File: src/rtl/muldiv_seq.sv
// Iterative MIPS multiply/divide unit: 1-bit-per-cycle shift-add multiplier, restoring divider, HI/LO.
// Optional MULDIV_DIV0_EN: divide by zero completes immediately with a sticky div0 flag.
module muldiv_seq #(
    parameter int W     = 32,
    parameter int CNT_W = 6
) (
    input  logic         clk,
    input  logic         rst_n,
    input  logic         start,
    input  logic [5:0]   func,
    input  logic [W-1:0] a,
    input  logic [W-1:0] b,
    input  logic         flush,
    input  logic         wr_hi,
    input  logic         wr_lo,
    input  logic [W-1:0] wdata,
    output logic         busy,
    output logic         done,
    output logic [W-1:0] hi,
    output logic [W-1:0] lo,
    output logic         div0
);

    typedef enum logic [1:0] {S_IDLE, S_RUN, S_FIX} state_t;

    state_t           state_q, state_d;
    logic [CNT_W-1:0] cnt_q, cnt_d;
    logic [2*W-1:0]   acc_q, acc_d;
    logic [W-1:0]     opnd_q, opnd_d;
    logic [W-1:0]     hi_q, hi_d, lo_q, lo_d;
    logic             done_q, done_d;
    logic             is_div_q, neg_q, neg_rem_q;

    logic             op_legal, op_div, op_signed, accept, div0_hit;
    logic [W-1:0]     mag_a, mag_b, res_hi, res_lo;
    logic [W:0]       rem_sh, rem_diff, rem_new, mul_sum;
    logic             rem_ge;
    logic [2*W-1:0]   prod;

    always_comb begin
        op_legal  = 1'b1;
        op_div    = 1'b0;
        op_signed = 1'b0;
        unique case (func)
            6'b000111: op_signed = 1'b1;
            6'b001011: ;
            6'b010011: begin op_div = 1'b1; op_signed = 1'b1; end
            6'b100011: op_div = 1'b1;
            default:   op_legal = 1'b0;
        endcase
    end

    // -x of the most negative value wraps to itself, which read unsigned is exactly 2^(W-1)
    assign mag_a  = (op_signed && a[W-1]) ? -a : a;
    assign mag_b  = (op_signed && b[W-1]) ? -b : b;
    assign accept = (state_q == S_IDLE) && start && op_legal;

`ifdef MULDIV_DIV0_EN
    logic div0_q, div0_d;
    assign div0_hit = accept && op_div && (b == '0);
    always_comb begin
        div0_d = div0_q;
        if (div0_hit)
            div0_d = 1'b1;
        else if (accept || ((state_q == S_IDLE) && (wr_hi || wr_lo)))
            div0_d = 1'b0;
    end
    always_ff @(posedge clk or negedge rst_n) begin
        if (!rst_n) div0_q <= 1'b0;
        else        div0_q <= div0_d;
    end
    assign div0 = div0_q;
`else
    assign div0_hit = 1'b0;
    assign div0     = 1'b0;
`endif

    always_ff @(posedge clk or negedge rst_n) begin
        if (!rst_n) state_q <= S_IDLE;
        else        state_q <= state_d;
    end

    always_comb begin
        state_d = state_q;
        unique case (state_q)
            S_IDLE:  if (accept && !div0_hit) state_d = S_RUN;
            S_RUN:   if (flush) state_d = S_IDLE;
                     else if (cnt_q == CNT_W'(W - 1)) state_d = S_FIX;
            S_FIX:   state_d = S_IDLE;
            default: state_d = S_IDLE;
        endcase
    end

    always_comb begin
        busy = (state_q != S_IDLE);
    end

    always_comb begin
        rem_sh   = acc_q[2*W-1:W-1];
        rem_ge   = (rem_sh >= {1'b0, opnd_q});
        rem_diff = rem_sh - {1'b0, opnd_q};
        rem_new  = rem_ge ? rem_diff : rem_sh;
        mul_sum  = {1'b0, acc_q[2*W-1:W]} + (acc_q[0] ? {1'b0, opnd_q} : '0);
    end

    // Mult: low half holds the multiplier; div: low half holds the dividend, filling with quotient bits
    always_comb begin
        acc_d  = acc_q;
        opnd_d = opnd_q;
        cnt_d  = cnt_q;
        if (accept) begin
            acc_d  = {{W{1'b0}}, op_div ? mag_a : mag_b};
            opnd_d = op_div ? mag_b : mag_a;
            cnt_d  = '0;
        end else if (state_q == S_RUN) begin
            cnt_d = cnt_q + CNT_W'(1);
            if (is_div_q)
                acc_d = (2*W)'({rem_new, acc_q[W-2:0], rem_ge});
            else
                acc_d = {mul_sum, acc_q[W-1:1]};
        end
    end

    always_comb begin
        prod = neg_q ? -acc_q : acc_q;
        if (is_div_q) begin
            res_lo = neg_q     ? -acc_q[W-1:0]   : acc_q[W-1:0];
            res_hi = neg_rem_q ? -acc_q[2*W-1:W] : acc_q[2*W-1:W];
        end else begin
            res_lo = prod[W-1:0];
            res_hi = prod[2*W-1:W];
        end
    end

    always_comb begin
        hi_d   = hi_q;
        lo_d   = lo_q;
        done_d = div0_hit;
        if ((state_q == S_FIX) && !flush) begin
            hi_d   = res_hi;
            lo_d   = res_lo;
            done_d = 1'b1;
        end else if (state_q == S_IDLE) begin
            if (wr_hi) hi_d = wdata;
            if (wr_lo) lo_d = wdata;
        end
    end

    always_ff @(posedge clk or negedge rst_n) begin
        if (!rst_n) begin
            cnt_q     <= '0;
            acc_q     <= '0;
            opnd_q    <= '0;
            hi_q      <= '0;
            lo_q      <= '0;
            done_q    <= 1'b0;
            is_div_q  <= 1'b0;
            neg_q     <= 1'b0;
            neg_rem_q <= 1'b0;
        end else begin
            cnt_q  <= cnt_d;
            acc_q  <= acc_d;
            opnd_q <= opnd_d;
            hi_q   <= hi_d;
            lo_q   <= lo_d;
            done_q <= done_d;
            if (accept) begin
                is_div_q  <= op_div;
                neg_q     <= op_signed && (a[W-1] ^ b[W-1]);
                neg_rem_q <= op_signed && a[W-1];
            end
        end
    end

    assign done = done_q;
    assign hi   = hi_q;
    assign lo   = lo_q;

endmodule

File: config.mk
export PLATFORM = sky130hd
export DESIGN_NAME = muldiv_seq
export DESIGN_NICKNAME = d
export VERILOG_FILES = /design/src/rtl/muldiv_seq.sv
export SDC_FILE = /design/constraint.sdc
export NUM_CORES = 1
export LEC_CHECK = 0
export ABC_AREA = 1
export BUFFER_PORTS_ARGS = -buffer_cell sky130_fd_sc_hd__buf_4
export CORE_MARGIN = 3
export CORE_UTILIZATION = 27
export CTS_BUF_LIST = sky130_fd_sc_hd__clkbuf_4
export DETAILED_ROUTE_END_ITERATION = 6
export HOLD_SLACK_MARGIN = 0.06
export PLACE_DENSITY = 0.55
export SKIP_CTS_REPAIR_TIMING = 1
export SYNTH_ARGS = -nofsm -noshare
export SYNTH_HDL_FRONTEND = slang
export SYNTH_SLANG_ARGS = --single-unit
File: constraint.sdc
create_clock -name clk -period 3.15 [get_ports clk]
set_input_delay 0.1575 -clock clk [delete_from_list [all_inputs] [get_ports clk]]
set_output_delay 0.1575 -clock clk [all_outputs]
set_load 0.01 [all_outputs]
Word level (Yosys, flattened, before mapping)
Index checks and enable logic that the tools add are counted.
{ "word_totals": {"register_bits": 172, "inputBits": 108, "output_inout_bits": 67, "word_cells": 78} }
{ "classes": {"addsub": 8, "n_lt_le_gt_ge": 1, "eq_ne": 9, "muxes": 30, "n_bitwise": 1, "reduce_logical": 19} }
{ "op_table": {"columns": ["cell", "count"], "rows": [
  ["$mux 32", 16],
  ["$mux 64", 4],
  ["$neg 32->32", 4],
  ["$neg 64->64", 1],
  ["$add 32x32->33", 1],
  ["$ge 33x32->1", 1],
  ["$sub 32x32->32", 1],
  ["$eq 6x5->1 const B", 2],
  ["$mux 6", 2],
  ["$reduce_bool 2->1", 5],
  ["$add 6x1->6 const B", 1],
  ["$eq 6x3->1 const B", 1],
  ["$eq 6x4->1 const B", 1],
  ["$eq 6x6->1 const B", 1],
  ["$logic_and 1x1->1", 6],
  ["$mux 2", 3],
  ["$reduce_and 2->1", 3],
  ["$mux 1", 4],
  ["$pmux 2 s2", 1],
  ["$reduce_or 2->1", 2],
  ["$reduce_or 4->1", 1],
  ["$ne 3x3->1 const B", 1],
  ["$eq 2x1->1 const B", 1],
  ["$eq 2x2->1 const B", 1],
  ["4 further kinds", 4]
]} }

Longest topological paths before layout
Gate-level depths: netlist of run 1.
{ "depth": {"word_depth": 7, "ltp_mapped": 20} }

Worst setup path before layout of run 1
No wires, ideal clock.
{ "synth_timing": {"path_kind": "flip-flop to flip-flop", "from": "reg acc_q[0]", "to": "reg acc_q[47]", "t_arrival_ns": 2.309, "setup_slack_ns": 0.725, "stages_incl_launch_ff": 20, "n_path_buf": 2, "period_less_slack_ns": 2.425, "cell_sequence": "dfrtp_1 -> buf_2 -> clkbuf_1 -> nand2_1 -> inv_1 -> ha_1 -> inv_1 -> fa_1 -> inv_1 -> nand2_1 -> nand3_1 -> nand2_1 -> nand2_1 -> nand2_1 -> nand3_1 -> nand2_1 -> o21ai_0 -> inv_1 -> nand2_1 -> nand2_1"} }
{ "synth_between": {"elab_chain_len": 5} }
{ "synth_lines": {"columns": ["item", "line", "source"], "rows": [
  ["from (decl)", "28", "logic [2*W-1:0] acc_q, acc_d;"],
  ["from (signal assigned)", "152", "acc_q <= '0;"],
  ["from (signal assigned)", "162", "acc_q <= acc_d;"],
  ["$mux 32", "103", "mul_sum = {1'b0, acc_q[2*W-1:W]} + (acc_q[0] ? {1'b0, opnd_q} : '0);"],
  ["$add 32x32->33", "103", null],
  ["$mux 64", "117", "if (is_div_q)"],
  ["$mux 64", "115", "end else if (state_q == S_RUN) begin"],
  ["$mux 64", "111", "if (accept) begin"]
]} }
Every way passes these cells. The select of a mux whose other input is x is not followed.
A chain may end at the register's enable or synchronous reset.

Final worst setup path of run 1
{ "layout_timing": {"from": "reg state_q[0]", "to": "reg acc_q[3]"} }
{ "layout_between": {"elab_chain_len": 4, "word_cells_on_any_way": 6, "classes_between": "eq/ne (1); mux (1); reduce/logical (4)"} }
{ "layout_lines": {"columns": ["item", "line", "source"], "rows": [
  ["from (decl)", "26", "state_t state_q, state_d;"],
  ["from (signal assigned)", "80", "else state_q <= state_d;"],
  ["$logic_not 2->1", "56", "assign accept = (state_q == S_IDLE) && start && op_legal;"],
  ["$logic_and 1x1->1 (2 in series)", "56", null],
  ["$mux 64 or $reduce_bool 2->1 (tied branches)", null, null]
]} }
Parallel ways exist; a longest one is shown, timed or not.

==> results of run 1 <==
logic make-up after synthesis:
| logic type | Yosys count | share of synthesized area (%) |
|---|---|---|
| compound gates | 430 | 14.2 |
| flops | 172 | 23.8 |
| buf+inv | 529 | 11.5 |
| other cells | 1 | 0.0208 |
| simple gates | 1794 | 41.7 |
| fa+ha+maj | 71 | 5.00 |
| xor+xnor | 77 | 3.74 |
sequential cells by signal, indices dropped and copies added (netlist names):
signal     count
neg_rem_q      1
is_div_q       1
neg_q          1
cnt_q          6
hi            32
opnd_q        32
acc_q         64
state_q        2
lo            32
done           1
layer usage:
layer / global-route usage (%) / vias up / wire, um
li1: - / 10500 / -
met4: 7.10 / 0 / 2820
met3: 4.58 / 136 / 7240
met2: 31.3 / 962 / 33300
met1: 34.3 / 10100 / 39300
met5: 0 / - / 0
final timing paths:
path | from | endpoint | slack (ns) | cells past startpoint
setup reg to reg | state_q[0] | acc_q[3] | 0.17 | 9
setup / recovery | state_q[0] | acc_q[3] | 0.17 | 9
max in group asynchronous | rst_n | opnd_q[8] | 2.30 | 4
hold / removal | a[16] | opnd_q[22] | 0.03 | 8
min in group asynchronous | rst_n | acc_q[0] | 0.47 | 4
hold reg to reg | lo[14] | lo[14] | 0.52 | 2
cell type report:
| class | instances | area, sq um | share of cell area, % |
|---|---|---|---|
| sequential | 172 | 4310 | 19.3 |
| tap | 864 | 1080 | 4.86 |
| inverter | 432 | 1620 | 7.29 |
| antenna | 6 | 15.0 | 0.0674 |
| multi-input combinational | 2373 | 11700 | 52.4 |
| timing repair buffer | 380 | 3270 | 14.7 |
| clock buffer | 17 | 128 | 0.573 |
| clock inverter | 15 | 170 | 0.764 |
metrics by stage:
step	power (mW)	cell area [sq um]	util, %
floorplan	11.8	18100	-
CTS	17.6	20800	31.5
global placement	16.2	20500	31.1
finish	18.3	22300	33.7
detailed placement	16.1	20500	31.1
global route	19.7	22300	33.7
power by group through the flow:
stage	sequential, mW	clock, mW	combinational [mW]
after floorplan	3.50	0	8.27
after global placement	3.80	0	12.4
after detailed placement	3.80	0	12.3
after CTS	3.75	1.50	12.3
after global routing	3.85	1.56	14.3
final	3.81	1.49	13.0
cell usage in the layout, fill, tap and decap left out, types with 5 or more instances in the layout:
cell	Yosys	final
a21oi_1	124	124
a31oi_1	5	5
buf_4	5	234
clkbuf_4	0	17
dfrtp_1	172	170
diode_2	0	6
dlygate4sd3_1	0	141
ha_1	69	69
inv_1	412	412
inv_2	16	16
nand2_1	1048	1048
nand2_2	16	16
nand3_1	287	287
nand3b_1	11	11
nand4_1	38	38
nor2_1	313	313
nor2_2	8	8
nor2_4	5	5
nor3_1	37	37
nor4_1	6	6
o2111ai_1	7	7
o211ai_1	59	59
o21ai_0	139	139
o21ai_1	17	17
o21ai_2	6	6
o21bai_1	28	28
o221ai_1	21	21
o22ai_1	12	12
or2_2	7	7
xnor2_1	11	11
xor2_1	66	66
critical path, stage by stage (launching register included):
cell,delay (ns)
dfrtp_1,0.46
nor2_1,0.42
nand3_2,0.15
inv_2,0.11
nand2_2,0.21
inv_2,0.50
buf_4,0.29
nand2_1,0.12
o2111ai_1,0.10
dlygate4sd3_1,0.56
==> results.py, run 1 <==
metrics = {
    "run_status": {
        "status": "complete, no violations",
    },
    "routing": {
        "drtAntennaViolNets": 0,
        "first_iter_violations": 2608,
        "route.detailed.drc": 0,
        "via_per_inst": 5.09,
        "vias": 21700,
        "wirelength_um": 82700,
        "first_pass_iters": 5,
        "wl_per_cell_um": 19.4,
    },
    "sta": {
        "min_period_ns": 2.98,
        "finalHoldViolCount": 0,
        "period_share_pct": 94.4,
        "setup_ws_ns": 0.175,
        "finalSetupViolCount": 0,
        "rsz0062_at_grt": "no",
        "max_freq_ghz": 0.336,
        "fin_setup_tns_ns": 0,
        "relSlewSlack_pct": 42.1,
        "holdWs_ns": 0.0270,
        "fin_skew_ns": 0.0358,
        "slew_viol_final": 0,
        "worstMarginPinSlew_ns": 0.867,
    },
    "critical_path": {
        "crit_path_max_fanout": 36,
        "crit_required_ns": 3.91,
        "startpoint_type": "flip-flop",
        "critical_path_class": "flip-flop to flip-flop",
        "cp-end-kind": "flip-flop",
        "cp.arrival_ns": 3.74,
    },
    "power": {
        "switchingPower_mw": 10.9,
        "p_int_mw": 7.41,
        "cellPowerDensity_mw_per_mm2": 821,
        "power.share.sequential_pct": 20.8,
        "p_leak_nw": 11.3,
        "p_comb_share_pct": 71.0,
        "vdd_drop_max_uv": 347,
        "p_clk_share_pct": 8.1,
        "p_sw_share_pct": 59.4,
    },
    "synth": {
        "synth_common_cells": "nand2_1 (1048), inv_1 (412), nor2_1 (313)",
        "synth_cell_types": 52,
        "synth-main-ff-cell": "dfrtp_1",
        "syn_inst": 3074,
        "synth_seq_cells": 172,
        "synth_edf_count": 0,
        "synth.largest_area_cell": "dfrtp_1",
        "ys_async_sr_fraction_pct": 100,
        "netlist_area_sq_mm": 0.0181,
        "yosys_warnings": 0,
        "yosysSeqAreaShare_pct": 23.8,
        "synth.top_cell.area_share_pct": 23.8,
        "synth_nets": 3253,
        "synth_area_leaders": "dfrtp_1 (24%), nand2_1 (22%), inv_1 (8.6%), nand3_1 (8.0%), nor2_1 (6.5%)",
        "syn-mean-instance-area_sq_um": 5.87,
        "synth.most_common_cell": "nand2_1",
    },
    "cts": {
        "root_buffer": "clkbuf_4",
        "worstSkewPairLatency_ns": 0.81,
        "htreeDepth": 4,
        "cts_tree": "built",
        "cts_sinks": 172,
        "path_clk_slew_ns": 0.19,
        "cts_buffers": 17,
        "clockBufferDepth": 2,
    },
    "die": {
        "rows": 94,
        "fp.dieArea_sq_mm": 0.0700,
        "die_x_um": 265,
        "coreArea_sq_mm": 0.0660,
        "dieHeight_um": 265,
        "start_util_pct": 27.4,
        "ios": 175,
    },
    "cells_and_area": {
        "fillers": 7283,
        "finalNonFillerCells": 4259,
        "nNetsFinal": 3555,
        "layout-drive-gt1-share_pct": 10.2,
        "area_growth_pct": 23.3,
    },
    "placed_design": {
        "hpwl_um": 67000,
        "pre_cts_ws_ns": 0.358,
        "gp_congestion": 0.997,
        "io_buffers": 173,
        "place_inst": 4079,
    },
    "global_routing": {
        "grt_pass1_wl_um": 120000,
        "grt_usage_pct": 22.5,
        "antenna_found_initial": 2,
        "grt_max_degree": 70,
        "grt_pass1_vias": 19100,
        "grt_overflow_total": 0,
    },
    "job": {
        "maxCapViolations": 0,
    },
    "hold_path": {
        "min-delay-path-class": "input port to flip-flop",
    },
}
Note: power is estimated with default switching activity, not from simulation.
==> run 2: changes to the inputs <==
- clock period: 3.15 -> 3.7 ns (I/O delays scaled with it)
==> results.py, run 2 (synthesis gave the netlist of run 1 again) <==
metrics = {
    "cells_and_area": {
        "layout-drive-gt1-share_pct": 9.48,
        "finalNonFillerCells": 4211,
        "final_common_cell": "nand2_1",
        "area_growth_pct": 21.0,
        "fin_area_sq_mm": 0.0218,
        "final_cell_mix": "nand2_1 (1048), inv_1 (412), nor2_1 (313), nand3_1 (287), buf_4 (208)",
        "nNetsFinal": 3510,
        "largest_reg_flops": 64,
        "regMostFlops": "acc_q",
        "final_util_pct": 33.1,
    },
    "placed_design": {
        "place_area_sq_mm": 0.0203,
        "hpwl_um": 65800,
        "gp_congestion": 1.01,
        "pre_cts_ws_ns": 0.881,
        "io_buffers": 173,
        "place_inst": 4051,
    },
    "power": {
        "p_leak_nw": 11.1,
        "cellPowerDensity_mw_per_mm2": 700,
        "finalPower_mw": 15.3,
        "vdd_drop_max_uv": 350,
    },
    "critical_path": {
        "crit_family": "buffers and inverters",
        "crit_chain": "nor2_1, nand3_2, inv_2, buf_4, nand2_1, inv_2, buf_4, nand2_1, o211ai_1, dlygate4sd3_1",
        "cp.arrival_ns": 3.86,
        "slowest_stage": "dlygate4sd3_1",
        "critical_path_class": "flip-flop to flip-flop",
        "crit_path_max_fanout": 30,
        "crit_required_ns": 4.44,
        "critPathBufInv": 5,
        "startpoint_type": "flip-flop",
        "crit_path_max_incr_delay_ns": 0.56,
        "cp-end-kind": "flip-flop",
        "r2r_slack_ns": 0.58,
    },
    "routing": {
        "route.detailed.drc": 0,
        "vias": 21300,
        "via_per_inst": 5.07,
        "drtAntennaViolNets": 0,
        "first_iter_violations": 2694,
        "first_pass_iters": 6,
        "wirelength_um": 81600,
        "wl_per_cell_um": 19.4,
    },
    "die": {
        "ios": 175,
        "dieHeight_um": 265,
        "start_util_pct": 27.4,
        "fp.dieArea_sq_mm": 0.0700,
        "die_x_um": 265,
        "coreArea_sq_mm": 0.0660,
        "rows": 94,
    },
    "sta": {
        "setup_ws_ns": 0.582,
        "fin_skew_ns": 0.0446,
        "relSlewSlack_pct": 39.1,
        "fin_setup_tns_ns": 0,
        "finalHoldViolCount": 0,
        "min_period_ns": 3.12,
        "finalSetupViolCount": 0,
        "worstMarginPinSlew_ns": 0.913,
        "rsz0062_at_grt": "no",
        "holdWs_ns": 0.0311,
        "max_freq_ghz": 0.321,
        "slew_viol_final": 0,
        "period_share_pct": 84.3,
    },
    "global_routing": {
        "grt_max_degree": 86,
        "grt_pass1_vias": 19200,
        "antenna_found_initial": 2,
        "grt_pass1_wl_um": 119000,
        "grt_overflow_total": 0,
        "grt_usage_pct": 22.4,
    },
    "cts": {
        "cts_tree": "built",
        "cts_sinks": 172,
        "worstSkewPairLatency_ns": 0.80,
        "clockBufferDepth": 2,
        "cts_buffers": 17,
        "path_clk_slew_ns": 0.18,
        "root_buffer": "clkbuf_4",
        "htreeDepth": 4,
    },
    "hold_path": {
        "min-delay-path-class": "input port to flip-flop",
    },
    "job": {
        "maxCapViolations": 0,
    },
    "run_status": {
        "status": "complete, no violations",
    },
}
[run 2: layout make-up]
type / count / area [sq um]
antenna: 3 / 7.51
clock buffer: 17 / 128
clock inverter: 15 / 153
fill: 7408 / 44100
inverter: 432 / 1620
multi-input combinational: 2373 / 11700
sequential: 172 / 4310
tap: 864 / 1080
timing repair buffer: 335 / 2860
[run 2: layer usage]
metal | share of wire [%] | vias to the layer above | global-route usage [%]
met5 | 0 | - | 0
met4 | 3.1 | 0 | 7.16
met3 | 11 | 113 | 6.13
met2 | 41 | 1003 | 31.8
met1 | 46 | 9841 | 32.5
li1 | - | 10400 | -
[run 2: worst min-delay path, cell delays in order]
cell and delay (ns):
buf_4 0.10, xnor2_1 0.17, o21ai_0 0.18, o21ai_0 0.10, inv_1 0.06
[run 2: worst paths after layout]
check                      startpoint         end  cells after the start
setup / recovery           state_q[0]   acc_q[15]                     10
hold / removal                   b[9]    acc_q[9]                      5
setup reg to reg           state_q[0]   acc_q[15]                     10
hold reg to reg              cnt_q[0]    cnt_q[0]                      1
max in group asynchronous       rst_n  opnd_q[18]                      4
min in group asynchronous       rst_n      hi[22]                      4
[run 2: report_power, final]
part	internal, mW	leakage, nW	switching, mW	total (mW)
registers	2.40	2.12	1.04	3.45
logic	3.42	8.79	7.18	10.6
clock network	0.357	0.146	0.882	1.24
==> run 3: changes to the inputs <==
- PLACE_DENSITY: 0.55 -> 0.56
- clock period: 3.7 -> 2.7 ns (I/O delays scaled with it)
==> results.py, run 3 (synthesis gave the netlist of run 1 again) <==
metrics = {
    "power": {
        "vdd_drop_max_uv": 332,
        "p_comb_share_pct": 73.0,
        "cellPowerDensity_mw_per_mm2": 969,
        "power.share.sequential_pct": 19.6,
        "p_clk_share_pct": 7.4,
        "switchingPower_mw": 12.8,
        "p_leak_nw": 11.6,
        "p_int_mw": 9.21,
        "p_sw_share_pct": 58.2,
    },
    "critical_path": {
        "r2r_slack_ns": 0.05,
        "cp.arrival_ns": 3.29,
        "r2r.worst_path.cells": 12,
        "cp-end-kind": "flip-flop",
        "worst_path_most_repeated_cell": "nand2_1",
        "crit_family": "compound AO/OA/AOI/OAI gates",
        "crit_path_max_incr_delay_ns": 0.47,
        "startpoint": "acc_q[0]",
        "cp-endpoint": "acc_q[39]",
        "timing.rr.start": "acc_q[0]",
        "crit_required_ns": 3.34,
        "critPathBufInv": 2,
        "crit_path_max_fanout": 31,
        "startpoint_type": "flip-flop",
        "reg2reg_to": "acc_q[39]",
        "cp.depth": 12,
        "critical_path_class": "flip-flop to flip-flop",
        "slowest_stage": "dfrtp_1",
        "crit_chain": "buf_12, nand2_1, inv_1, ha_1, a21oi_1, nand3_2, nand2_1, nand2_1, xor2_1, o21ai_0, o21bai_1, nand2_1",
    },
    "routing": {
        "drtAntennaViolNets": 0,
        "vias": 21600,
        "wirelength_um": 84000,
        "first_pass_iters": 6,
        "route.detailed.drc": 0,
        "first_iter_violations": 2553,
        "wl_per_cell_um": 19.5,
        "via_per_inst": 5.02,
    },
    "cells_and_area": {
        "regArea_sq_mm": 0.00432,
        "area_growth_pct": 26.1,
        "multi_input_area_sq_mm": 0.0118,
        "nNetsFinal": 3613,
        "layout-drive-gt1-share_pct": 13.3,
        "fin_area_sq_mm": 0.0228,
        "largest_reg_flops": 64,
        "final_common_cell": "nand2_1",
        "final_util_pct": 34.5,
        "finalNonFillerCells": 4313,
        "regMostFlops": "acc_q",
        "final_cell_mix": "nand2_1 (1046), inv_1 (412), nor2_1 (307), buf_4 (307), nand3_1 (285)",
        "fillers": 7321,
    },
    "sta": {
        "finalHoldViolCount": 0,
        "rsz0062_at_grt": "yes",
        "fin_skew_ns": 0.0420,
        "fin_setup_tns_ns": 0,
        "min_period_ns": 2.65,
        "period_share_pct": 98.2,
        "max_freq_ghz": 0.377,
        "relSlewSlack_pct": 44.7,
        "slew_viol_final": 0,
        "worstMarginPinSlew_ns": 0.828,
        "finalSetupViolCount": 0,
    },
    "placed_design": {
        "gp_congestion": 0.993,
        "place_area_sq_mm": 0.0211,
        "io_buffers": 173,
        "hpwl_um": 68500,
        "place_inst": 4153,
    },
    "cts": {
        "cts_tree": "built",
        "root_buffer": "clkbuf_4",
        "clockBufferDepth": 2,
        "path_clk_slew_ns": 0.20,
        "cts_buffers": 17,
        "worstSkewPairLatency_ns": 0.76,
        "cts_sinks": 172,
        "htreeDepth": 4,
    },
    "global_routing": {
        "grt_max_degree": 95,
        "grt_pass1_wl_um": 122000,
        "grt_pass1_vias": 19400,
        "grt_overflow_total": 0,
        "antenna_found_initial": 2,
        "grt_usage_pct": 23.0,
    },
    "die": {
        "rows": 94,
        "coreArea_sq_mm": 0.0660,
        "dieHeight_um": 265,
        "ios": 175,
        "die_x_um": 265,
        "fp.dieArea_sq_mm": 0.0700,
        "start_util_pct": 27.4,
    },
    "run_status": {
        "status": "complete, no violations",
    },
    "hold_path": {
        "min-delay-path-class": "input port to flip-flop",
    },
    "job": {
        "maxCapViolations": 0,
    },
}
run 3: through the flow:
stage | total power, mW | hold slack [ns] | setup WS [ns]
3_5_place_dp | 19.6 | 0.146 | 0.0738
5_1_grt | 23.8 | 0.0799 | -0.0174
2_1_floorplan | 13.7 | -0.161 | 0.275
3_3_place_gp | 19.7 | 0.139 | 0.0597
6_report | 22.0 | 0.0714 | 0.0476
4_1_cts | 21.3 | -0.737 | 0.0253
run 3: how the worst min path moves through the flow:
stage | start | endpoint | slack [ns] | depth (start not counted)
floorplan | rst_n | acc_q[0] | -0.16 | 0
global placement | rst_n | lo[8] | 0.14 | 1
detailed placement | rst_n | lo[8] | 0.15 | 1
CTS | rst_n | acc_q[33] | -0.74 | 1
global route | func[3] | cnt_q[5] | 0.08 | 6
finish | func[3] | cnt_q[5] | 0.07 | 6
run 3: worst min-delay path: cells and delay by family:
family	cells	cell delay (ns)
buf+inv	2	0.24
simple gates	4	0.44
run 3: layout make-up:
cell class	count	area share (%)
repair buffers	437	16.3
multi-input cells	2374	51.6
diodes	2	0.0220
clock buffers	17	0.561
inverters	432	7.13
well taps	864	4.75
flip-flops and latches	172	19.0
clock inverters	15	0.665
run 3: routing by layer:
layer  GRT usage [%]  wire length [um]  up-vias
li1                -                 -    10600
met1            35.2             40400    10000
met2            33.2             35000      885
met3            3.05              6360       94
met4            7.00              2350        0
met5               0                 0        -
run 3: power groups by stage:
stage	logic, mW	clock network [mW]	registers, mW
2_1_floorplan	9.65	0	4.09
3_3_place_gp	15.4	0	4.32
3_5_place_dp	15.3	0	4.31
4_1_cts	15.3	1.68	4.26
5_1_grt	17.7	1.77	4.37
6_report	16.1	1.64	4.31
